[src/rtl/rename_reg_file.sv]
`default_nettype none
// +----------------------------------------------------------------------------+
// | Module   : rename_reg_file                                                 |
// | Purpose  : Architectural register file plus rename-tag (register status)   |
// |            table. Combinational operand lookup with ROB forwarding, one    |
// |            rename per cycle, up to COMMIT_W in-order commits per cycle.    |
// | Ports    : clk_in/rst_in (async, active-low)  clock and reset             |
// |            rdy_in          0 = hold all state                             |
// |            flush_in        clear every busy bit and tag                   |
// |            rd_reg_in       lookup register ids (NUM_RD slices)            |
// |            rd_val_out/rd_dep_out/rd_tag_out  operand value/dep/tag        |
// |            rob_q_tag_out   tag queried in the ROB (= rd_tag_out)          |
// |            rob_q_rdy_in/rob_q_val_in         ROB answer per lookup port   |
// |            ren_valid_in/ren_reg_in/ren_tag_in  rename request             |
// |            cm_valid_in/cm_reg_in/cm_tag_in/cm_val_in  commit slots        |
// |            ckpt_take_in/ckpt_restore_in  only when RF_CKPT_EN is defined  |
// | Config   : `define RF_CKPT_EN adds a single busy/tag checkpoint.           |
// | Revision : 1.0  initial release                                            |
// +----------------------------------------------------------------------------+
module rename_reg_file #(
  parameter int NUM_REGS = 32,
  parameter int XLEN     = 32,
  parameter int TAG_W    = 4,
  parameter int NUM_RD   = 2,
  parameter int COMMIT_W = 2,
  localparam int REG_W   = $clog2(NUM_REGS)
) (
  input  logic                      clk_in,
  input  logic                      rst_in,
  input  logic                      rdy_in,
  input  logic                      flush_in,
  input  logic [NUM_RD*REG_W-1:0]   rd_reg_in,
  output logic [NUM_RD*XLEN-1:0]    rd_val_out,
  output logic [NUM_RD-1:0]         rd_dep_out,
  output logic [NUM_RD*TAG_W-1:0]   rd_tag_out,
  output logic [NUM_RD*TAG_W-1:0]   rob_q_tag_out,
  input  logic [NUM_RD-1:0]         rob_q_rdy_in,
  input  logic [NUM_RD*XLEN-1:0]    rob_q_val_in,
  input  logic                      ren_valid_in,
  input  logic [REG_W-1:0]          ren_reg_in,
  input  logic [TAG_W-1:0]          ren_tag_in,
  input  logic [COMMIT_W-1:0]       cm_valid_in,
  input  logic [COMMIT_W*REG_W-1:0] cm_reg_in,
  input  logic [COMMIT_W*TAG_W-1:0] cm_tag_in,
  input  logic [COMMIT_W*XLEN-1:0]  cm_val_in
`ifdef RF_CKPT_EN
  ,
  input  logic                      ckpt_take_in,
  input  logic                      ckpt_restore_in
`endif
);

  logic [XLEN-1:0]     regs_q [NUM_REGS];
  logic [XLEN-1:0]     regs_d [NUM_REGS];
  logic [NUM_REGS-1:0] busy_q, busy_d;
  logic [TAG_W-1:0]    tag_q  [NUM_REGS];
  logic [TAG_W-1:0]    tag_d  [NUM_REGS];

`ifdef RF_CKPT_EN
  logic [NUM_REGS-1:0] snap_busy_q, snap_busy_d;
  logic [TAG_W-1:0]    snap_tag_q [NUM_REGS];
  logic [TAG_W-1:0]    snap_tag_d [NUM_REGS];
`endif

  logic w_ren_ok;
  assign w_ren_ok = ren_valid_in && (ren_reg_in != '0);

  // Operand lookup: a same-cycle rename of the looked-up register takes
  // precedence over the table so the consumer sees the newest producer.
  for (genvar p = 0; p < NUM_RD; p++) begin : g_lookup
    logic [REG_W-1:0] w_reg;
    logic             w_hit;
    logic             w_busy;
    logic [TAG_W-1:0] w_tag;

    assign w_reg  = rd_reg_in[p*REG_W +: REG_W];
    assign w_hit  = w_ren_ok && (ren_reg_in == w_reg);
    assign w_busy = w_hit || busy_q[w_reg];
    assign w_tag  = w_hit ? ren_tag_in : tag_q[w_reg];

    assign rd_tag_out[p*TAG_W +: TAG_W]    = w_tag;
    assign rob_q_tag_out[p*TAG_W +: TAG_W] = w_tag;
    assign rd_dep_out[p] = (w_reg != '0) && w_busy && !rob_q_rdy_in[p];
    assign rd_val_out[p*XLEN +: XLEN] =
        (w_reg == '0) ? '0 :
        w_busy        ? rob_q_val_in[p*XLEN +: XLEN] : regs_q[w_reg];
  end

  // Next-state table. Commit slots are walked oldest first so a younger slot
  // writing the same register overwrites the older value.
  always_comb begin
    logic [REG_W-1:0] r;
    logic [TAG_W-1:0] t;
    regs_d = regs_q;
    busy_d = busy_q;
    tag_d  = tag_q;
`ifdef RF_CKPT_EN
    snap_busy_d = snap_busy_q;
    snap_tag_d  = snap_tag_q;
`endif
    for (int s = 0; s < COMMIT_W; s++) begin
      r = cm_reg_in[s*REG_W +: REG_W];
      t = cm_tag_in[s*TAG_W +: TAG_W];
      if (cm_valid_in[s] && (r != '0)) begin
        regs_d[r] = cm_val_in[s*XLEN +: XLEN];
        // Only the producer currently named in the table may release it.
        if (tag_q[r] == t) busy_d[r] = 1'b0;
`ifdef RF_CKPT_EN
        if (snap_tag_q[r] == t) snap_busy_d[r] = 1'b0;
`endif
      end
    end

    if (flush_in) begin
      busy_d = '0;
      for (int i = 0; i < NUM_REGS; i++) tag_d[i] = '0;
    end
`ifdef RF_CKPT_EN
    else if (ckpt_restore_in) begin
      busy_d = snap_busy_d;
      tag_d  = snap_tag_q;
    end
`endif
    else if (w_ren_ok) begin
      // Applied after the commit clears so a rename always wins.
      busy_d[ren_reg_in] = 1'b1;
      tag_d[ren_reg_in]  = ren_tag_in;
    end

`ifdef RF_CKPT_EN
    // An effective restore keeps the (commit-cleaned) snapshot.
    if (ckpt_take_in && !(ckpt_restore_in && !flush_in)) begin
      snap_busy_d = busy_d;
      snap_tag_d  = tag_d;
    end
`endif
  end

  always_ff @(posedge clk_in or negedge rst_in) begin
    if (!rst_in) begin
      busy_q <= '0;
      for (int i = 0; i < NUM_REGS; i++) begin
        regs_q[i] <= '0;
        tag_q[i]  <= '0;
      end
`ifdef RF_CKPT_EN
      snap_busy_q <= '0;
      for (int i = 0; i < NUM_REGS; i++) snap_tag_q[i] <= '0;
`endif
    end else if (rdy_in) begin
      regs_q <= regs_d;
      busy_q <= busy_d;
      tag_q  <= tag_d;
`ifdef RF_CKPT_EN
      snap_busy_q <= snap_busy_d;
      snap_tag_q  <= snap_tag_d;
`endif
    end
  end

endmodule
`default_nettype wire

[config.mk]
export PLATFORM = sky130hd
export DESIGN_NAME = rename_reg_file
export DESIGN_NICKNAME = d
export VERILOG_FILES = /design/src/rtl/rename_reg_file.sv
export SDC_FILE = /design/constraint.sdc
export NUM_CORES = 2
export LEC_CHECK = 0
export CORE_AREA = 2 2 288 574
export CTS_BUF_LIST = sky130_fd_sc_hd__clkbuf_16
export DETAILED_ROUTE_END_ITERATION = 10
export DIE_AREA = 0 0 290 576
export GPL_TIMING_DRIVEN = 0
export HOLD_SLACK_MARGIN = 0.1
export PLACE_DENSITY = 0.61
export SYNTH_ARGS = -nofsm -noshare
export SYNTH_HDL_FRONTEND = slang
export SYNTH_SLANG_ARGS = --single-unit
[constraint.sdc]
create_clock -name clk_in -period 8.3 [get_ports clk_in]
set_input_delay 1.66 -clock clk_in [delete_from_list [all_inputs] [get_ports clk_in]]
set_output_delay 1.66 -clock clk_in [all_outputs]
set_load 0.01 [all_outputs]
==> Yosys cells after proc, flatten, opt, wreduce, memory -nomap -nowiden <==
Cells that the tools add are included.
{ "totals": {"romBits": 0, "output_inout_bits": 82, "register_bits": 1184, "n_memories": 0, "wordCells": 176, "mem_bits_rw": 0, "latchBits": 0} }
{ "op_classes": {"n_lt_le_gt_ge": 16, "mul": 0, "n_div": 0, "n_reduce_logical": 28, "addsub": 0, "muxes": 53, "eq_ne": 4, "bitwise": 10, "shift": 0} }
{ "op_table": {"columns": ["operator", "count"], "rows": [
  ["1024-bit bitwise mux", 2],
  ["1024-bit two-way mux", 2],
  ["32-bit two-way mux", 16],
  ["32-bit binary-select mux with 5-bit select", 2],
  ["32-bit demux with 5-bit select", 2],
  ["128-bit two-way mux", 2],
  ["128-bit bitwise mux", 1],
  ["4-bit binary-select mux with 5-bit select", 4],
  ["32-bit bitwise AND", 2],
  ["32-bit NOT", 2],
  ["4-bit two-way mux", 11],
  ["32-bit bitwise OR", 1],
  ["6-bit >= comparator (second input constant)", 5],
  ["5-bit by 6-bit less-than comparator with 1-bit output (second input constant)", 5],
  ["5-bit NOT with 6-bit output", 5],
  ["5-bit nonzero test", 5],
  ["4-bit demux with 5-bit select", 1],
  ["6-bit by 1-bit less-than comparator with 1-bit output (second input constant)", 3],
  ["1-bit demux with 5-bit select", 3],
  ["5-bit by 1-bit >= comparator with 1-bit output (second input constant)", 3],
  ["1-bit logical AND", 15],
  ["1-bit binary-select mux with 5-bit select", 2],
  ["5-bit equality test", 2],
  ["5-bit zero test", 2],
  ["6 further kinds", 13]
]} }

==> Depth between registers and ports, before layout <==
{ "depth": {"depth_word": 14, "mapped_depth": 11, "ltp_nobuf": 7} }

==> Least setup slack after synthesis <==
Ideal clock, no wire load.
{ "synth_timing": {"kind": "input port to output port", "startpoint": "in rd_reg_in[1]", "endpoint": "out rob_q_tag_out[0]", "t_arrival_ns": 3.941, "path_buffers": 6, "cell_stages": 10, "t_required_ns": 6.640, "path_slack_ns": 2.699, "path_cell_list": "buf_2 buf_4 buf_2 buf_2 buf_2 mux4_2 mux4_2 mux2i_1 o21ai_0 buf_4"} }
{ "synth_between": {"elab_chain_len": 5, "word_cells_on_any_way": 7} }
{ "synth_lines": {"columns": ["element", "line", "rtl"], "rows": [
  ["start: declaration", "32", "input logic [NUM_RD*REG_W-1:0] rd_reg_in,"],
  ["5-bit NOT with 6-bit output (implied by the code)", "79", "assign w_tag = w_hit ? ren_tag_in : tag_q[w_reg];"],
  ["4-bit binary-select mux with 5-bit select", "79", null],
  ["4-bit two-way mux (implied by the code) (2 in series)", "79", null],
  ["4-bit two-way mux *", "79", null],
  ["end: declaration", "36", "output logic [NUM_RD*TAG_W-1:0] rob_q_tag_out,"]
]} }
Mark *: on every way between the ends. The rest lies on a longest branch, timed or not. The select of a mux whose other input is x is not followed.

==> Final worst setup path <==
Ends and elaborated chain as after synthesis.

==> run_results.csv <==
group,metric,value,unit
clock_network,clk_latency,0.84,ns
global_route,use_met1,0.506,
global_route,gr-max-usage-layer,"met2",
route,routedWlPerCell,48.5,um
route,dr_total_vias,77200,
die,die_x,290,um
global_route,grt_util_met2,0.857,
worst_hold_path,hp-class,"reg -> reg",
clock_network,clock-root-buffer,"clkbuf_16",
yosys,synth_edf_count,0,
final_layout,multiInputGateArea,40800,um2
setup_path,cp-end-kind,"primary output",
timing,fin_crit_sh,1.02,
global_route,grt_remaining_overflow,0,
final_layout,fin_util,0.516,
global_route,gr-usage-met3,0.260,
global_route,grtUsageTotal,0.564,
flow_run,drv_cap,19,
global_route,grt_pass1_wl,639,mm
pwr,p_total,20.8,mW
final_layout,ff_latch_area,29600,um2
yosys,netlist_area,74400,um2
worst_hold_path,worstHoldStart,"regs_q[1011]",
final_layout,fin_nets,7624,
timing,finalMaxSlewViolations,165,
timing,finalClockSkew,0.0644,ns
clock_network,cts_tree,"yes",
route,vias_per_cell,7.91,
yosys,synth_nets,7250,
yosys,syn_area_per_cell,10.5,um2
clock_network,path_clk_slew,0.07,ns
yosys,syn_inst,7076,
route,dr.pass1.iters,7,
pwr,p_per_area,247,nW/um2
setup_path,cp_data_required_time,6.64,ns
final_layout,drive_gt1_frac,0.172,
timing,layout_setup_ws,-0.134,ns
timing,fmax,119,MHz
pwr,vdd_ir_drop_max,0.205,mV
die,top_level_ports,256,
clock_network,cts_sinks,1184,
global_route,grt_max_degree,167,
global_route,grt_pass1_vias,76200,
setup_path,r2r_start,"tag_q[120]",
yosys,synth-seq-area-share,0.398,
place,dp_hpwl,357,mm
route,drc,0,
die,die_h,576,um
die,core,163000,um2
place,place_ws,-0.232,ns
timing,rsz0062_at_grt,"false",
place,portBuffers,237,
run_status,status,"finished, violations left",
final_layout,fill_cells,15000,
setup_path,arrival,6.77,ns
timing,min_period,8.43,ns
setup_path,crit_type,"in -> out",
yosys,synthArstFlopShare,1.00,
yosys,yosysUniqueCellTypes,63,
die,start_util,0.456,
global_route,grt_antenna_before_repair,75,
die,rows,210,
timing,slew_headroom,-0.179,
final_layout,syn_to_final_growth,13.2,%
timing,worstMarginPinSlew,1.77,ns
route,finalWirelength,473,mm
setup_path,cp_max_fo,11,
setup_path,critPathLaunchType,"input port",
pwr,cellLeakagePower,33.1,nW
timing,setup_viol,6,
timing,hold_viol_final,0,
clock_network,cts_buffers,116,
run_status,violations,"max-capacitance violations, max-slew violations, negative setup slack",
clock_network,cts_buffer_depth,3,
clock_network,cts_max_level,3,
setup_path,startpoint,"rd_reg_in[1]",
yosys,ys_ff_latch,1184,
die,fp.dieArea,167000,um2
place,gp_congestion,1.12,
route,drt-initial-drc-count,11800,
yosys,ys_warn_count,0,
route,detail-route-antenna-nets,0,
yosys,dominantRegCellSynth,"dfrtp_1",
clock_network,cts_hold_buf,0,
-- synth_stat cells, types with 6 or more instances --
cell type | count | area [um2]
dfrtp_1 | 1184 | 29600
nor2_1 | 1100 | 4130
a21oi_1 | 976 | 4880
o22ai_1 | 971 | 6070
mux4_2 | 748 | 16800
clkbuf_1 | 606 | 2270
mux2i_1 | 333 | 3330
nand2_1 | 195 | 732
buf_2 | 143 | 716
buf_1 | 134 | 503
o21ai_0 | 97 | 485
o2bb2ai_1 | 92 | 806
mux2_2 | 64 | 721
nand3_1 | 34 | 170
inv_1 | 33 | 124
a22o_1 | 32 | 280
nor4_1 | 31 | 194
a211oi_1 | 28 | 210
a32o_1 | 28 | 280
buf_4 | 21 | 158
nor2b_1 | 18 | 113
nor3_1 | 17 | 85.1
and2_1 | 16 | 100
buf_6 | 14 | 158
nor4b_1 | 14 | 123
or2_2 | 12 | 75.1
o211ai_1 | 10 | 75.1
and3_1 | 9 | 56.3
or4bb_1 | 9 | 101
a211oi_2 | 8 | 100
nand4b_1 | 7 | 61.3
nor3b_1 | 7 | 52.6
nand4_1 | 6 | 37.5
xnor2_1 | 6 | 52.6
-- cells by family after synthesis --
logic type,share of synthesized area
DFF,0.398
xor gates and xnor gates,0.00173
and+or+nand+nor,0.0849
muxes,0.281
AOI/OAI and AO/OA,0.181
buffers and inverters,0.0529
-- per-layer routing --
| layer | vias up | routed length (um) | share of wire |
|---|---|---|---|
| met3 | 3718 | 58500 | 0.12 |
| met2 | 7836 | 210000 | 0.44 |
| met5 | - | 528 | 0.0011 |
| li1 | 27900 | - | - |
| met4 | 32 | 74400 | 0.16 |
| met1 | 37700 | 130000 | 0.27 |
-- critical path, cell delays in order --
cell and delay, ns:
clkdlybuf4s50_1 0.64, clkbuf_4 0.47, buf_4 0.37, buf_2 0.57
buf_4 0.46, buf_2 0.54, mux4_2 0.42, mux4_2 0.52
mux2i_1 0.23, o21ai_0 0.16, buf_4 0.19, clkdlybuf4s50_1 0.47
-- final timing paths --
| path | cells past startpoint | end | slack [ns] |
|---|---|---|---|
| max in group asynchronous | 4 | regs_q[368] | 4.42 |
| max reg2reg | 8 | busy_q[24] | 4.33 |
| min reg2reg | 1 | regs_q[1011] | 0.48 |
| min in group asynchronous | 1 | tag_q[14] | 0.76 |
| min | 1 | regs_q[1011] | 0.48 |
| max | 12 | rob_q_tag_out[0] | -0.13 |
-- cells in the final DEF, fill, tap and decap left out, drive strengths merged, types with 16 or more instances in the layout --
cell | netlist | routed
nor3 | 20 | 20
o22ai | 974 | 974
clkdlybuf4s50 | 0 | 236
buf | 312 | 316
nor4 | 31 | 31
nand3 | 34 | 34
bufinv | 0 | 18
clkbuf | 606 | 734
a22o | 32 | 32
o2bb2ai | 92 | 92
a21oi | 976 | 976
nor2b | 18 | 18
nor2 | 1101 | 1101
diode | 0 | 91
inv | 34 | 56
mux2i | 333 | 333
nand2 | 195 | 195
clkinv | 0 | 58
dfrtp | 1184 | 1184
a211oi | 36 | 36
a32o | 28 | 28
and2 | 16 | 16
mux4 | 748 | 748
o21ai | 101 | 101
mux2 | 64 | 64
-- stage by stage --
stage / area [um2] / hold WS (ns) / TNS (ns) / std cells
floorplan: 74400 / 0.441 / 0 / 7076
global placement: 79400 / 0.452 / - / 9433
detailed placement: 79900 / 0.467 / -6.71 / 9451
CTS: 83900 / 0.482 / -0.0917 / 9670
global route: 84000 / 0.495 / 0 / 9696
finish: 84200 / 0.480 / -0.378 / 9762
-- report_power, final --
group	leakage [nW]	switching, mW	internal [mW]
clock network	2.00	2.77	3.13
registers	14.6	1.38	7.17
logic	16.5	3.41	2.97
total	33.1	7.55	13.3
-- state kept, by name (all words and copies together) (netlist names) --
signal / cells
regs_q: 1024
tag_q: 128
busy_q: 32
-- cell type report --
cell class                      count  area share
Tap cell                         2120      0.0315
Inverter                           34     0.00152
Antenna cell                       91     0.00271
Sequential cell                  1184       0.352
Clock buffer                      117      0.0348
Multi-Input combinational cell   4940       0.485
Buffer                            917      0.0466
Timing Repair Buffer              257      0.0338
Clock inverter                    102      0.0118
-- what timing repair did --
action / 4_1_cts / 5_1_grt
gates resized for setup: 16 / 4
buffers inserted: 0 / 0
endpoints found under the hold margin: 0 / 0
endpoints found under the setup margin: 59 / 38
Power figures use the tool's default switching activity.
